--- src/rtl/ncl_handshake_sink.sv ---
// Four-phase handshake sink for an NCL token pipeline: synchronizes req_in,
// hands each word downstream once, and checks it against an x*(x+1) model.
module ncl_handshake_sink #(
    parameter int DW   = 15,
    parameter int FW   = 26,
    parameter int SYNC = 2
) (
    input  logic          clk,
    input  logic          rst_n,
    input  logic          req_in,
    input  logic [DW-1:0] data_in,
    output logic          ack_out,
    output logic          out_valid,
    output logic [DW-1:0] out_data,
    input  logic          out_ready,
    input  logic          check_en,
    output logic [15:0]   tok_count,
    output logic [7:0]    err_count,
    output logic          err_sticky
);

    typedef enum logic [1:0] {IDLE, HOLD, ACK, DROP} state_t;

    state_t          state_q, state_d;
    logic [SYNC-1:0] sync_q, sync_d;
    logic            ack_q, ack_d;
    logic            valid_q, valid_d;
    logic [DW-1:0]   data_q, data_d;
    logic [15:0]     tok_q, tok_d;
    logic [7:0]      err_q, err_d;
    logic            sticky_q, sticky_d;
    logic [FW-1:0]   exp_q, exp_d;
    logic [FW-1:0]   stp_q, stp_d;
    logic            req_s;
    logic            accept;
    logic [DW-1:0]   exp_fold;

    assign req_s    = sync_q[SYNC-1];
    assign sync_d   = {sync_q[SYNC-2:0], req_in};
    assign exp_fold = DW'(exp_q >> DW) ^ exp_q[DW-1:0];

    always_comb begin
        state_d  = state_q;
        ack_d    = ack_q;
        valid_d  = valid_q;
        data_d   = data_q;
        tok_d    = tok_q;
        err_d    = err_q;
        sticky_d = sticky_q;
        exp_d    = exp_q;
        stp_d    = stp_q;
        accept   = 1'b0;

        unique case (state_q)
            IDLE: begin
                ack_d = 1'b0;
                if (req_s) begin
                    data_d  = data_in;
                    valid_d = 1'b1;
                    state_d = HOLD;
                end
            end
            HOLD: begin
                if (out_ready) begin
                    valid_d = 1'b0;
                    ack_d   = 1'b1;
                    accept  = 1'b1;
                    state_d = ACK;
                end
            end
            ACK: begin
                if (!req_s) begin
                    ack_d   = 1'b0;
                    state_d = DROP;
                end
            end
            DROP: begin
                // guarantees one low-ack cycle before the next capture
                ack_d   = 1'b0;
                state_d = IDLE;
            end
        endcase

        if (accept) begin
            if (tok_q != 16'hFFFF) begin
                tok_d = tok_q + 16'd1;
            end
            exp_d = exp_q + stp_q;
            stp_d = stp_q + FW'(2);
            if (check_en && (data_q != exp_fold)) begin
                sticky_d = 1'b1;
                if (err_q != 8'hFF) begin
                    err_d = err_q + 8'd1;
                end
            end
        end
    end

    always_ff @(posedge clk) begin
        if (!rst_n) begin
            state_q  <= IDLE;
            sync_q   <= '0;
            ack_q    <= 1'b0;
            valid_q  <= 1'b0;
            data_q   <= '0;
            tok_q    <= '0;
            err_q    <= '0;
            sticky_q <= 1'b0;
            exp_q    <= '0;
            stp_q    <= FW'(2);
        end else begin
            state_q  <= state_d;
            sync_q   <= sync_d;
            ack_q    <= ack_d;
            valid_q  <= valid_d;
            data_q   <= data_d;
            tok_q    <= tok_d;
            err_q    <= err_d;
            sticky_q <= sticky_d;
            exp_q    <= exp_d;
            stp_q    <= stp_d;
        end
    end

    assign ack_out    = ack_q;
    assign out_valid  = valid_q;
    assign out_data   = data_q;
    assign tok_count  = tok_q;
    assign err_count  = err_q;
    assign err_sticky = sticky_q;

endmodule

--- config.mk ---
export PLATFORM = sky130hd
export DESIGN_NAME = ncl_handshake_sink
export DESIGN_NICKNAME = d
export VERILOG_FILES = /design/src/rtl/ncl_handshake_sink.sv
export SDC_FILE = /design/constraint.sdc
export NUM_CORES = 1
export LEC_CHECK = 0
export BUFFER_PORTS_ARGS = -buffer_cell sky130_fd_sc_hd__buf_2
export CAP_MARGIN = 5
export CORE_UTILIZATION = 30
export DETAILED_ROUTE_END_ITERATION = 10
export GPL_ROUTABILITY_DRIVEN = 0
export GPL_TIMING_DRIVEN = 1
export SYNTH_ARGS = -nofsm -noshare
export SYNTH_HDL_FRONTEND = slang
export SYNTH_SLANG_ARGS = --single-unit
--- constraint.sdc ---
create_clock -name clk -period 6.6 [get_ports clk]
set_input_delay 0.33 -clock clk [delete_from_list [all_inputs] [get_ports clk]]
set_output_delay 0.33 -clock clk [all_outputs]
set_load 0.005 [all_outputs]
==> key figures, run 1 <==
Routing
  – Pre-Repair DR Iteration Count: 4
  – Vias: 4377
  – Via-to-Cell Ratio: 4.80
  – Antenna-violating nets left: 0
  – Drt wl/cell: 13.4 µm
  – Drc violations: 0
  – DR iter-0 viols: 212
  – Post-Route WL: 12.2 mm

CTS
  – Post-CTS sizing: 0
  – Root Driver: clkbuf_16
  – Max clock buf depth: 2
  – Clock insertion delay at the later pin of the skew report: 360 ps
  – TritonCTS clock tree: yes
  – Post-CTS Hold Buffers: 0
  – CTS buffer count: 9
  – H-tree depth: 3
  – Post-CTS setup buffer count: 0
  – Clk slew on worst S/H paths: 60 ps
  – Clk sink count: 96

STA
  – Setup violations, final: 0
  – Slew Viols, Final: 0
  – Min cycle time layout: 2750 ps
  – Peak Freq: 363 MHz
  – Worst Skew: 8.50 ps
  – TNS Setup: 0 ps
  – Final hold vios: 0
  – Slew HR: 49.5%
  – Worst-Margin Slew: 757 ps
  – Final period util: 41.7%
  – RSZ-0062 raised after global routing: no

Layout
  – Layout cells sized above 1: 12.6%
  – Reg area: 1920 µm²
  – Final non-filler cell area: 5980 µm²
  – Fillers: 1792
  – Layout area overhead: 15.1%
  – Cell Count, Final, Fillers Out: 912
  – ANT cells: 0
  – Area of the multi-input gates: 3140 µm²
  – Fin nets: 739

Synth
  – Synth unique cells: 51
  – Mapped Avg Cell Area: 8.20 µm²
  – Mapped cell area: 5200 µm²
  – Sequential area share after synthesis: 37.0%
  – Cells after Synth: 634
  – Post-synth EDFFs: 0
  – Most used DFF post-synth: dfxtp_1
  – Net Count, Synth: 686
  – Asr flop ratio synth: 0%
  – Synth warnings: 0
  – Number of synthesized register bits: 96

Die
  – # IOs: 62
  – CORE AREA: 16800 µm²
  – Chip Height: 134 µm
  – Row count: 47
  – Die footprint: 17900 µm²
  – Initial core utilization: 31.0%
  – Die X: 134 µm

GRT
  – First-pass GRT wire length: 20.1 mm
  – Initial antenna violation count: 1
  – Total track usage: 14.3%
  – Vias in the first global route: 4065
  – Largest net degree at the start of global routing: 62
  – Total grt overflow: 0

Worst setup path
  – Reg2Reg Depth: 10
  – Buffers and inverters on the worst path: 0
  – CP Capture Type: flip-flop
  – Internal reg-to-reg setup slack: 3850 ps
  – Worst path cell trace: ha_1, fa_1, a21o_1, a221oi_2, o41a_1, and2_1, o21ai_2, a21oi_1, mux2_1, a31oi_1
  – RR Endpoint: exp_q[19]$_SDFFE_PN0P_
  – Crit-path max FO: 4
  – CP arrival: 3030 ps
  – Launch point of the worst reg-to-reg path: stp_q[1]$_SDFFE_PN1P_
  – Crit-path slowest cell: fa_1
  – Req. time, crit path: 6880 ps
  – CP delay by family, top: compound AO/OA/AOI/OAI gates
  – Worst Setup Path Type: reg -> reg
  – Startpoint Class: flip-flop
  – CP peak stage delay: 410 ps

Min path
  – WHS Path Cells: 2
  – Startpoint of the worst hold path: req_in
  – Hold EP: sync_q[0]$_SDFF_PN0_
  – Min-delay worst type: in -> reg

Place
  – IO buf count: 61
  – Hpwl dp: 8.85 mm
  – # placed instances: 896
  – Area post-placement: 5720 µm²

Power
  – Pleak: 0.00248 µW
  – Worst VDD drop: 0.144 mV
  – Pwr Density: 214 nW/µm²

Run status
  – Run status: completed

Flow run
  – Max capacitance violation total: 0
==> layout by cell type (no fill, tap or decap), types with 3 or more instances in the layout <==
cell and instances:
xor2_1 44, dfxtp_1 96, a211oi_1 8, nand3_1 22
nor2b_1 3, or3_1 8, ha_1 31, and2_1 13
buf_2 61, o21ai_0 19, and3_1 9, nor3_1 11
nand2b_1 3, buf_4 3, a21oi_1 53, nand4_1 19
o211ai_1 3, nand2_1 107, nor2_1 58, mux2i_1 5
nand3b_1 4, clkbuf_16 9, a21o_1 9, inv_1 12
xnor2_1 35, a31oi_1 4
==> sequential cells by signal, indices dropped and copies added, names as in the netlist <==
name        cells
stp_q          25
out_valid       1
state_q         2
out_data       15
ack_out         1
err_sticky      1
tok_count      16
err_count       8
exp_q          25
sync_q          2
==> per-layer routing <==
metal  global-route usage (%)  wire length [µm]  up-vias
met5                        0                16        -
met1                     17.9              5700     2007
met2                     24.2              5770       56
met3                     3.35               555       14
met4                     4.73               166        2
li1                         -                 -     2298
==> metrics by stage <==
| step | total power (µW) | utilization [%] | worst slack [ps] | hold WS [ps] |
|---|---|---|---|---|
| after floorplan | 759 | - | 4050 | 412 |
| after global placement | 815 | 34.1 | 3860 | 421 |
| after detailed placement | 817 | 34.1 | 3830 | 420 |
| after CTS | 1310 | 35.7 | 3830 | 172 |
| after global routing | 1350 | 35.7 | 3650 | 181 |
| final | 1280 | 35.7 | 3850 | 188 |
==> kinds of logic after synthesis <==
kind of cell    after synthesis  share of synthesized area, %
mux                           6                          1.18
simple gates                266                          23.6
fa+ha+maj                    32                          7.85
xor+xnor                     79                          13.3
buf+inv                      35                          2.53
flops                        96                          37.0
compound gates              120                          14.5
==> how the worst max path moves through the flow <==
stage / end / slack [ps] / depth (start not counted) / start
floorplan: exp_q[19]$_SDFFE_PN0P_ / 4050 / 10 / exp_q[1]$_SDFFE_PN0P_
global placement: exp_q[25]$_SDFFE_PN0P_ / 3860 / 10 / stp_q[1]$_SDFFE_PN1P_
detailed placement: exp_q[25]$_SDFFE_PN0P_ / 3830 / 10 / stp_q[1]$_SDFFE_PN1P_
CTS: exp_q[25]$_SDFFE_PN0P_ / 3830 / 10 / stp_q[1]$_SDFFE_PN1P_
global route: exp_q[25]$_SDFFE_PN0P_ / 3650 / 10 / stp_q[1]$_SDFFE_PN1P_
finish: exp_q[19]$_SDFFE_PN0P_ / 3850 / 10 / stp_q[1]$_SDFFE_PN1P_
==> final cells by class <==
cell class | count | area share (%)
Tap cell | 220 | 4.60
Multi-Input combinational cell | 503 | 52.5
Timing Repair Buffer | 64 | 5.48
Sequential cell | 96 | 32.1
Inverter | 13 | 0.815
Clock buffer | 11 | 3.89
Clock inverter | 5 | 0.564
==> cells in the mapped netlist (3+ instances only) <==
master | count | area share [%]
nand2_1 | 107 | 7.7
nand3_1 | 22 | 2.1
nor2b_1 | 3 | 0.36
buf_1 | 4 | 0.29
clkbuf_1 | 18 | 1.3
and2_1 | 13 | 1.6
nand4_1 | 19 | 2.3
a211oi_1 | 8 | 1.2
nor2_1 | 58 | 4.2
a21oi_1 | 53 | 5.1
and3_1 | 9 | 1.1
inv_1 | 13 | 0.94
or3_1 | 8 | 0.96
nor3_1 | 11 | 1.1
mux2i_1 | 5 | 0.96
nand3b_1 | 4 | 0.58
ha_1 | 31 | 7.5
dfxtp_1 | 96 | 37
a31oi_1 | 4 | 0.48
nand2b_1 | 3 | 0.36
a21o_1 | 9 | 1.3
o21ai_0 | 19 | 1.8
o211ai_1 | 3 | 0.43
xor2_1 | 44 | 7.4
xnor2_1 | 35 | 5.9
==> power by group <==
part / leakage, µW / total (µW) / switching (µW) / internal, µW
clock: 0.000126 / 481 / 226 / 255
combinational: 0.00158 / 170 / 101 / 69.3
sequential: 0.000775 / 630 / 25.3 / 605
total: 0.00248 / 1280 / 352 / 929
No activity file was read; power rests on OpenSTA's default activity.
==> run 2, diff against run 1 <==
==> constraint.sdc (replaced) <==
create_clock -name clk -period 2.9 [get_ports clk]
set_input_delay 0.145 -clock clk [delete_from_list [all_inputs] [get_ports clk]]
set_output_delay 0.145 -clock clk [all_outputs]
set_load 0.005 [all_outputs]
==> key figures, run 2 (same netlist as run 1, synthesis figures left out) <==
STA
  – Worst-Margin Slew: 775 ps (+17.8 ps)
  – Peak Freq: 368 MHz (+1.4%)
  – Worst Skew: 9.43 ps (+0.924 ps)
  – Final period util: 93.6% (+52 points)
  – Slew Viols, Final: 0 (unchanged)
  – Slew HR: 48.3% (-1.3 points)
  – TNS Setup: 0 ps (unchanged)
  – Min cycle time layout: 2720 ps (-39.2 ps)
  – RSZ-0062 raised after global routing: no
  – Final hold vios: 0 (unchanged)
  – Worst Hold Slack: 20.8 ps (-168 ps)
  – Setup violations, final: 0 (unchanged)

Power
  – Pwr Density: 493 nW/µm² (+130%)
  – Pint: 2170 µW (+130%)
  – Clock share of power: 38.5% (+0.9 points)
  – Sw power: 811 µW (+130%)
  – Worst VDD drop: 0.270 mV (+87%)
  – Sequential share of power: 48.1% (-1.1 points)
  – Switching Share: 27.2% (-0.28 points)
  – Pleak: 0.00251 µW (+1.4%)
  – Gate power share: 13.4% (about the same)
  – Total power: 2980 µW (+130%)

Worst setup path
  – Worst Setup Path Type: reg -> reg
  – Req. time, crit path: 3170 ps (-3710 ps)
  – CP arrival: 2990 ps (-40 ps)
  – Startpoint Class: flip-flop
  – Reg2Reg Depth: 10 (unchanged)
  – Crit-path max FO: 3 (-1)
  – CP Capture Type: flip-flop

Die
  – Die X: 134 µm (unchanged)
  – Row count: 47 (unchanged)
  – Die footprint: 17900 µm² (unchanged)
  – CORE AREA: 16800 µm² (unchanged)
  – Initial core utilization: 31.0% (unchanged)
  – # IOs: 62 (unchanged)
  – Chip Height: 134 µm (unchanged)

Run status
  – Run status: completed

Place
  – Area post-placement: 5750 µm² (+0.53%)
  – Hpwl dp: 9.24 mm (+4.4%)
  – IO buf count: 61 (unchanged)

CTS
  – Post-CTS setup buffer count: 0 (unchanged)
  – Root Driver: clkbuf_16
  – Max clock buf depth: 2 (unchanged)
  – Clock insertion delay at the later pin of the skew report: 350 ps (about the same)
  – TritonCTS clock tree: yes
  – Clk slew on worst S/H paths: 70 ps (about the same)
  – CTS buffer count: 9 (unchanged)
  – H-tree depth: 3 (unchanged)
  – Clk sink count: 96 (unchanged)

Routing
  – Antenna-violating nets left: 0 (unchanged)
  – Vias: 4429 (+1.2%)
  – Pre-Repair DR Iteration Count: 4 (unchanged)
  – Post-Route WL: 12.5 mm (+2.0%)
  – DR iter-0 viols: 183 (-14%)
  – Via-to-Cell Ratio: 4.84 (+0.75%)
  – Drt wl/cell: 13.6 µm (+1.6%)
  – Drc violations: 0 (unchanged)

Layout
  – ANT cells: 0 (unchanged)
  – Most frequent cells in the layout: nand2_1 (107), dfxtp_1 (96), buf_2 (61), nor2_1 (58), a21oi_1 (53)
  – Layout area overhead: 16.4%
  – Finished Core Util: 36.1% (+0.40 points)
  – Fin nets: 744 (+0.68%)
  – Commonest non-fill, non-tap cell in the layout: nand2_1
  – Layout cells sized above 1: 13.1% (+0.50 points)
  – Final non-filler cell area: 6050 µm² (+1.1%)

Min path
  – Min-delay worst type: in -> reg
  – WHS Path Cells: 3 (+1)

GRT
  – First-pass GRT wire length: 20.6 mm (+2.4%)
  – Total grt overflow: 0 (unchanged)
  – Vias in the first global route: 4174 (+2.7%)
  – Total track usage: 14.7% (+0.38 points)
  – Largest net degree at the start of global routing: 43 (-31%)
  – Initial antenna violation count: 0 (-1)

Flow run
  – Max capacitance violation total: 0 (unchanged)
[run 2: changes by cell type in the layout (fill, tap and decap cells not counted), sizes merged]
cell	before	now
buf	64	68
clkbuf	11	12
clkinv	3	0
clkinvlp	2	1
dlygate4sd3	0	1
inv	13	15
[run 2: final cells by class]
cell class	count	area (µm²)
clock buffer	12	256
clock inverter	3	25.0
fill	1768	10700
inverter	13	48.8
multi-input combinational	503	3160
sequential	96	1920
tap	220	275
timing repair buffer	69	368
[run 2: path summary, 6_finish.rpt]
path                          endpoint  slack, ps                  start
max             exp_q[19]$_SDFFE_PN0P_        180  exp_q[1]$_SDFFE_PN0P_
min          out_data[11]$_SDFFE_PN0P_         20            data_in[11]
max reg2reg     exp_q[19]$_SDFFE_PN0P_        180  exp_q[1]$_SDFFE_PN0P_
min reg2reg       sync_q[1]$_SDFF_PN0_        430   sync_q[0]$_SDFF_PN0_
[run 2: per-stage QoR]
stage / cells / worst slack, ps
global placement: 900 / 206
detailed placement: 900 / 142
CTS: 916 / 120
finish: 916 / 185
floorplan: 634 / 354
global route: 916 / 14.1
[run 2: per-layer routing]
metal  routed length [µm]  GRT usage [%]  vias up
met3                  475           3.92       12
met1                 5940           18.3     2051
met4                  188           4.61        0
li1                     -              -     2311
met2                 5870           24.6       55
met5                    0              0        -
[run 2: power by group through the flow]
| stage | registers (µW) | logic (µW) | clock network, µW |
|---|---|---|---|
| floorplan | 1450 | 272 | 0 |
| global placement | 1460 | 403 | 0 |
| detailed placement | 1470 | 404 | 0 |
| CTS | 1440 | 406 | 1200 |
| global route | 1440 | 451 | 1250 |
| finish | 1430 | 400 | 1150 |
[run 2: timing repair]
action                     4_1_cts  5_1_grt
hold buffers                     1        0
hold endpoints to repair         1        0
setup endpoints to repair        0        2
gates resized for setup          0        2
[run 2: worst max-delay path, cell delays in order, from the launching register on]
cell	delay [ps]
dfxtp_1	330
ha_1	240
fa_1	400
a21o_1	230
a221oi_4	270
o41a_1	250
and2_1	200
o21ai_2	90
a21oi_1	160
mux2_1	330
a31oi_1	110
